## config.mk

```make
export PLATFORM = sky130hd
export DESIGN_NAME = apb2axi_directory
export DESIGN_NICKNAME = d
export VERILOG_FILES = /design/src/rtl/apb2axi_directory.sv
export SDC_FILE = /design/constraint.sdc
export NUM_CORES = 2
export LEC_CHECK = 0
export ABC_AREA = 1
export CAP_MARGIN = 20
export CORE_MARGIN = 2
export CORE_UTILIZATION = 40
export CTS_BUF_LIST = sky130_fd_sc_hd__clkbuf_8
export CTS_CLUSTER_SIZE = 25
export DETAILED_ROUTE_END_ITERATION = 8
export GPL_TIMING_DRIVEN = 0
export PLACE_DENSITY_LB_ADDON = 0.12
export SLEW_MARGIN = 30
export SYNTH_ARGS = -nofsm -noshare
export SYNTH_HDL_FRONTEND = slang
export SYNTH_SLANG_ARGS = --single-unit
```

## constraint.sdc

```tcl
create_clock -name clk -period 5.1 [get_ports clk]
set_input_delay 1.02 -clock clk [delete_from_list [all_inputs] [get_ports clk]]
set_output_delay 1.02 -clock clk [all_outputs]
set_load 0.01 [all_outputs]
```

## src/rtl/apb2axi_directory.sv

```systemverilog
// apb2axi_directory
//   Tag directory between the APB gateway register file and the AXI request
//   builder. Each committed request gets the lowest EMPTY tag; PENDING entries
//   are handed to the builder round-robin through one registered valid/ready
//   port. Each tag is then tracked through completion and release.
//
//   Slot states (stat_state encoding):
//     0 EMPTY, 1 PENDING, 2 ISSUED, 3 DONE, 4 ERROR
//
//   Ports
//     clk, rst                       clock, synchronous active-high reset
//     alloc_*                        commit request in, gnt/tag out, full out
//     issue_*                        registered issue port to the builder
//     cpl_valid/cpl_tag/cpl_error    completion strobe
//     rel_valid/rel_tag              host release of a completed tag
//     stat_tag/stat_state            combinational state lookup
//     free_cnt/pending_cnt/issued_cnt  per-state occupancy
//     illegal                        one-cycle pulse after an ignored cpl/rel

// Per-slot state machine plus stored request fields.
module apb2axi_directory_slot #(
    parameter int AXI_ADDR_W = 64
) (
    input  logic                  clk,
    input  logic                  rst,
    input  logic                  alloc_we,
    input  logic                  alloc_is_write,
    input  logic [AXI_ADDR_W-1:0] alloc_addr,
    input  logic [7:0]            alloc_len,
    input  logic [2:0]            alloc_size,
    input  logic [1:0]            alloc_burst,
    input  logic                  take,
    input  logic                  cpl_ok,
    input  logic                  cpl_error,
    input  logic                  rel_ok,
    output logic [2:0]            state,
    output logic                  is_empty,
    output logic                  is_pending,
    output logic                  is_issued,
    output logic                  is_cpl,
    output logic                  slot_is_write,
    output logic [AXI_ADDR_W-1:0] slot_addr,
    output logic [7:0]            slot_len,
    output logic [2:0]            slot_size,
    output logic [1:0]            slot_burst
);
    localparam logic [2:0] S_EMPTY   = 3'd0;
    localparam logic [2:0] S_PENDING = 3'd1;
    localparam logic [2:0] S_ISSUED  = 3'd2;
    localparam logic [2:0] S_DONE    = 3'd3;
    localparam logic [2:0] S_ERROR   = 3'd4;

    logic [2:0] state_q, state_d;

    always_ff @(posedge clk) begin
        if (rst) state_q <= S_EMPTY;
        else     state_q <= state_d;
    end

    // Strobes are qualified by the top against the current state, so at
    // most one of them can be active for a given slot.
    always_comb begin
        state_d = state_q;
        case (state_q)
            S_EMPTY:         if (alloc_we) state_d = S_PENDING;
            S_PENDING:       if (take)     state_d = S_ISSUED;
            S_ISSUED:        if (cpl_ok)   state_d = cpl_error ? S_ERROR : S_DONE;
            S_DONE, S_ERROR: if (rel_ok)   state_d = S_EMPTY;
            default:                       state_d = S_EMPTY;
        endcase
    end

    always_comb begin
        state      = state_q;
        is_empty   = (state_q == S_EMPTY);
        is_pending = (state_q == S_PENDING);
        is_issued  = (state_q == S_ISSUED);
        is_cpl     = (state_q == S_DONE) || (state_q == S_ERROR);
    end

    always_ff @(posedge clk) begin
        if (rst) begin
            slot_is_write <= 1'b0;
            slot_addr     <= '0;
            slot_len      <= '0;
            slot_size     <= '0;
            slot_burst    <= '0;
        end else if (alloc_we) begin
            slot_is_write <= alloc_is_write;
            slot_addr     <= alloc_addr;
            slot_len      <= alloc_len;
            slot_size     <= alloc_size;
            slot_burst    <= alloc_burst;
        end
    end
endmodule

module apb2axi_directory #(
    parameter int TAG_NUM    = 16,
    parameter int TAG_W      = $clog2(TAG_NUM),
    parameter int AXI_ADDR_W = 64,
    parameter int CNT_W      = $clog2(TAG_NUM + 1)
) (
    input  logic                  clk,
    input  logic                  rst,
    input  logic                  alloc_req,
    input  logic                  alloc_is_write,
    input  logic [AXI_ADDR_W-1:0] alloc_addr,
    input  logic [7:0]            alloc_len,
    input  logic [2:0]            alloc_size,
    input  logic [1:0]            alloc_burst,
    output logic                  alloc_gnt,
    output logic [TAG_W-1:0]      alloc_tag,
    output logic                  full,
    output logic                  issue_valid,
    input  logic                  issue_ready,
    output logic                  issue_is_write,
    output logic [AXI_ADDR_W-1:0] issue_addr,
    output logic [7:0]            issue_len,
    output logic [2:0]            issue_size,
    output logic [1:0]            issue_burst,
    output logic [TAG_W-1:0]      issue_tag,
    input  logic                  cpl_valid,
    input  logic [TAG_W-1:0]      cpl_tag,
    input  logic                  cpl_error,
    input  logic                  rel_valid,
    input  logic [TAG_W-1:0]      rel_tag,
    input  logic [TAG_W-1:0]      stat_tag,
    output logic [2:0]            stat_state,
    output logic [CNT_W-1:0]      free_cnt,
    output logic [CNT_W-1:0]      pending_cnt,
    output logic [CNT_W-1:0]      issued_cnt,
    output logic                  illegal
);
    logic [TAG_NUM-1:0][2:0]            slot_state;
    logic [TAG_NUM-1:0]                 empty_v, pending_v, issued_v, cpl_v;
    logic [TAG_NUM-1:0]                 slot_wr;
    logic [TAG_NUM-1:0][AXI_ADDR_W-1:0] slot_addr;
    logic [TAG_NUM-1:0][7:0]            slot_len;
    logic [TAG_NUM-1:0][2:0]            slot_size;
    logic [TAG_NUM-1:0][1:0]            slot_burst;
    logic [TAG_NUM-1:0]                 slot_take, cpl_hit, rel_hit;

    logic [TAG_W-1:0]      rr_ptr, sel_idx, rr_next;
    logic                  sel_found, issue_load, issue_take;
    logic                  cpl_block, cpl_any, rel_any;
    logic                  sel_wr;
    logic [AXI_ADDR_W-1:0] sel_addr;
    logic [7:0]            sel_len;
    logic [2:0]            sel_size;
    logic [1:0]            sel_burst;
    int                    idx;

    // Allocation: lowest EMPTY slot, gated by the registered occupancy.
    assign full      = (free_cnt == '0);
    assign alloc_gnt = alloc_req & ~full;

    always_comb begin
        alloc_tag = '0;
        for (int i = TAG_NUM - 1; i >= 0; i--)
            if (empty_v[i]) alloc_tag = TAG_W'(i);
    end

    // Round-robin pick over pre-edge PENDING slots, starting at rr_ptr.
    assign issue_load = ~issue_valid | issue_ready;
    assign issue_take = issue_load & sel_found;

    always_comb begin
        sel_found = 1'b0;
        sel_idx   = '0;
        idx       = 0;
        for (int k = 0; k < TAG_NUM; k++) begin
            idx = int'(rr_ptr) + k;
            if (idx >= TAG_NUM) idx = idx - TAG_NUM;
            if (!sel_found && pending_v[TAG_W'(idx)]) begin
                sel_found = 1'b1;
                sel_idx   = TAG_W'(idx);
            end
        end
    end

    assign rr_next = (sel_idx == TAG_W'(TAG_NUM - 1)) ? '0 : sel_idx + 1'b1;

    always_comb begin
        sel_wr    = 1'b0;
        sel_addr  = '0;
        sel_len   = '0;
        sel_size  = '0;
        sel_burst = '0;
        for (int i = 0; i < TAG_NUM; i++) begin
            if (sel_idx == TAG_W'(i)) begin
                sel_wr    = slot_wr[i];
                sel_addr  = slot_addr[i];
                sel_len   = slot_len[i];
                sel_size  = slot_size[i];
                sel_burst = slot_burst[i];
            end
        end
    end

    // A completion for the entry still sitting unaccepted in the issue
    // register cannot be real: the builder has not seen it yet.
    assign cpl_block = issue_valid & ~issue_ready & (cpl_tag == issue_tag);

    genvar g;
    generate
        for (g = 0; g < TAG_NUM; g++) begin : g_slot
            assign slot_take[g] = issue_take & (sel_idx == TAG_W'(g));
            assign cpl_hit[g]   = cpl_valid & ~cpl_block & (cpl_tag == TAG_W'(g)) & issued_v[g];
            assign rel_hit[g]   = rel_valid & (rel_tag == TAG_W'(g)) & cpl_v[g];

            apb2axi_directory_slot #(.AXI_ADDR_W(AXI_ADDR_W)) u_slot (
                .clk           (clk),
                .rst           (rst),
                .alloc_we      (alloc_gnt & (alloc_tag == TAG_W'(g))),
                .alloc_is_write(alloc_is_write),
                .alloc_addr    (alloc_addr),
                .alloc_len     (alloc_len),
                .alloc_size    (alloc_size),
                .alloc_burst   (alloc_burst),
                .take          (slot_take[g]),
                .cpl_ok        (cpl_hit[g]),
                .cpl_error     (cpl_error),
                .rel_ok        (rel_hit[g]),
                .state         (slot_state[g]),
                .is_empty      (empty_v[g]),
                .is_pending    (pending_v[g]),
                .is_issued     (issued_v[g]),
                .is_cpl        (cpl_v[g]),
                .slot_is_write (slot_wr[g]),
                .slot_addr     (slot_addr[g]),
                .slot_len      (slot_len[g]),
                .slot_size     (slot_size[g]),
                .slot_burst    (slot_burst[g])
            );
        end
    endgenerate

    assign cpl_any = |cpl_hit;
    assign rel_any = |rel_hit;

    always_comb begin
        stat_state = 3'd0;
        for (int i = 0; i < TAG_NUM; i++)
            if (stat_tag == TAG_W'(i)) stat_state = slot_state[i];
    end

    always_ff @(posedge clk) begin
        if (rst) begin
            issue_valid    <= 1'b0;
            issue_is_write <= 1'b0;
            issue_addr     <= '0;
            issue_len      <= '0;
            issue_size     <= '0;
            issue_burst    <= '0;
            issue_tag      <= '0;
            rr_ptr         <= '0;
            free_cnt       <= CNT_W'(TAG_NUM);
            pending_cnt    <= '0;
            issued_cnt     <= '0;
            illegal        <= 1'b0;
        end else begin
            if (issue_load) begin
                issue_valid <= sel_found;
                if (sel_found) begin
                    issue_is_write <= sel_wr;
                    issue_addr     <= sel_addr;
                    issue_len      <= sel_len;
                    issue_size     <= sel_size;
                    issue_burst    <= sel_burst;
                    issue_tag      <= sel_idx;
                    rr_ptr         <= rr_next;
                end
            end
            free_cnt    <= free_cnt - CNT_W'(alloc_gnt) + CNT_W'(rel_any);
            pending_cnt <= pending_cnt + CNT_W'(alloc_gnt) - CNT_W'(issue_take);
            issued_cnt  <= issued_cnt + CNT_W'(issue_take) - CNT_W'(cpl_any);
            illegal     <= (cpl_valid & ~cpl_any) | (rel_valid & ~rel_any);
        end
    end
endmodule

```

==> run metrics <==
Initial Utilization 40.4%; total gr overflow 0; commonest non-fill, non-tap cell in the layout nand2_1; FF+latch area 28000 sq um; Worst Reg-to-Reg Cells 40; fraction of layout cells with a size suffix above 1 14.2%; Syn Inst Count 10000; Setup crit end kind register; GRT busiest layer met2; synthesized area 66800 sq um; Detail Route Antenna Nets 0; Die Wd 413 microns; Avg Inst Size Synth 6.66 sq um; first-pass GRT wire length 530000 microns; H-tree depth 5; Ports 205; NumNets Final 10900; Top FF cell, synth dfxtp_1; Worst Skew 64.5 ps; met2 Use GR 61.7%; hold path cells 2; required time of the critical path 6090 ps; worst min path class reg -> reg; syn nets 10200; Worst-Margin Slew 1220 ps; Root Driver clkbuf_8; fill cell count 16900; startpoint types register; final instance area 84000 sq um; fin. max-slew vios 0; RSZ-0062 raised after global routing true; Final Wtd Congestion 1.04; EDFF count, synth 0; Max Cap Viol 0; via count 78400; Slew HR 18.8%; worst-path fanout max 8; Clock Path Buffers 4; outcome complete, but fails checks; WL/cell 29.7 microns; die area 170000 sq um; pin count of the biggest net entering global routing 17; register bit count reported by yosys 1399; FFs w/ async S/R, synth 0%; Pre-antenna DRT Iters 7; CP most frequent cell nand2_1; Clock Pin Slew Worst Setup and Hold Paths 60 ps; endpoints failing setup 89; Layout area overhead 25.7%; CTS Sinks 1399; total track usage 43.9%; register area share after synthesis 41.9%; Die H 413 microns; drt total wl 390000 microns; via-per-instance ratio 5.97; multi-input logic area 34300 sq um; failing checks negative setup slack; num rows 149; Crit Path Class reg -> reg; DRT iter0 DRCs 12000; Warnings, synthesis 0; final HPWL from detailed placement 285000 microns; Yosys cell types 51; Data arrival, critical path 6630 ps; PortBufs 203; Skew-Pair Late Insertion Delay 1100 ps; post-place instance area 72900 sq um; CTS Buf Count 277; DR DRC count 0; CTS tree yes; met1 Use GR 56.7%; worst stage delay on the critical path 450 ps; Final Hold Viols 0; Core Util, Final 50.8%; slowest CP cell buf_1; max frequency 178 MHz; most frequent cells in the layout nand2_1 (2171), a21oi_1 (1536), dfxtp_1 (1392), inv_1 (1020), nand3_1 (917); setup TNS -34060 ps; core area 165000 sq um; Tcrit/Tclk final 110%; number of global-route vias before repair 70100; GRT met3 Usage 13.9%; initial antenna violation count 47; post-route worst setup slack -534 ps; Final min period 5630 ps
==> cell usage after synthesis (all sizes together), types with 8 or more instances <==
master / count / area share [%]
o211ai: 9 / 0.10
a31oi: 12 / 0.11
dfxtp: 1399 / 42
clkbuf: 685 / 3.9
inv: 984 / 5.5
o21ai: 863 / 6.5
ha: 27 / 0.51
nor3: 42 / 0.32
o22ai: 12 / 0.11
nand4: 172 / 1.6
buf: 171 / 1.3
nor2: 381 / 2.3
nand3: 1141 / 8.6
a21oi: 1588 / 12
xor2: 8 / 0.13
a22oi: 64 / 0.72
nand2: 2407 / 14
nand3b: 8 / 0.090
a211oi: 17 / 0.19
==> registers in the layout, summed over array words and instances, names as in the netlist <==
signal	cells
issued_cnt	5
g_slot.u_slot.slot_burst	32
pending_cnt	5
g_slot.u_slot.state	48
issue_valid	1
issue_burst	2
rr_ptr	4
illegal	1
issue_addr	64
issue_size	3
issue_len	8
issue_tag	4
free_cnt	5
g_slot.u_slot.slot_addr	1024
g_slot.u_slot.slot_size	48
issue_is_write	1
g_slot.u_slot.slot_len	128
g_slot.u_slot.slot_is_write	16
==> what timing repair did <==
action	CTS	global route
hold buffers	0	0
resized for setup	610	516
cloned	9	6
buffers inserted	95	65
endpoints found under the setup margin	163	161
pin swaps	100	313
==> cell type report <==
cell class | count | share of cell area, %
antenna | 43 | 0.128
timing repair buffer | 425 | 6.08
clock buffer | 343 | 5.62
sequential | 1399 | 33.4
multi-input combinational | 6791 | 40.8
inverter | 988 | 4.54
tap | 2189 | 3.26
buffer | 847 | 5.62
clock inverter | 105 | 0.594
==> logic make-up (layout without fill, tap and decap cells) <==
| family | Yosys count | count (layout) | synth area share, % |
|---|---|---|---|
| AOI/OAI and AO/OA | 2594 | 2594 | 20.0 |
| DFF | 1399 | 1399 | 41.9 |
| xor gates and xnor gates | 10 | 10 | 0.187 |
| and+or+nand+nor | 4157 | 4157 | 26.6 |
| other | 0 | 43 | 0 |
| adders and majority gates | 30 | 30 | 0.596 |
| buffers and inverters | 1844 | 2708 | 10.7 |
==> path summary, 6_finish.rpt <==
path / startpoint / to / slack [ps]
min: g_slot[13].u_slot.slot_addr[39] / g_slot[13].u_slot.slot_addr[39] / 450
max: rr_ptr[0] / issue_len[1] / -530
max reg2reg: rr_ptr[0] / issue_len[1] / -530
min reg2reg: g_slot[13].u_slot.slot_addr[39] / g_slot[13].u_slot.slot_addr[39] / 450
==> metal layers <==
layer  up-vias  share of wire, %
li1      34400                 -
met1     37400                39
met2      5316                40
met3      1229                13
met4        20               8.0
met5         -             0.057
==> per-stage QoR <==
step	std cells	hold slack, ps	worst slack [ps]
2_1_floorplan	10000	425	-15.8
3_3_place_gp	12400	434	-4690
3_5_place_dp	12500	440	-3810
4_1_cts	13000	449	-616
5_1_grt	13100	460	-742
6_report	13100	448	-534
==> critical path, delay by kind of cell (launching register included) <==
kind | cells | cell delay (ps)
and+or+nand+nor | 21 | 1910
buffers and inverters | 10 | 1730
AOI/OAI and AO/OA | 7 | 1150
adders and majority gates | 2 | 450
DFF | 1 | 330
Power is not shown: default switching activity piles up to over one toggle a cycle in this logic, so the estimate is an artifact.
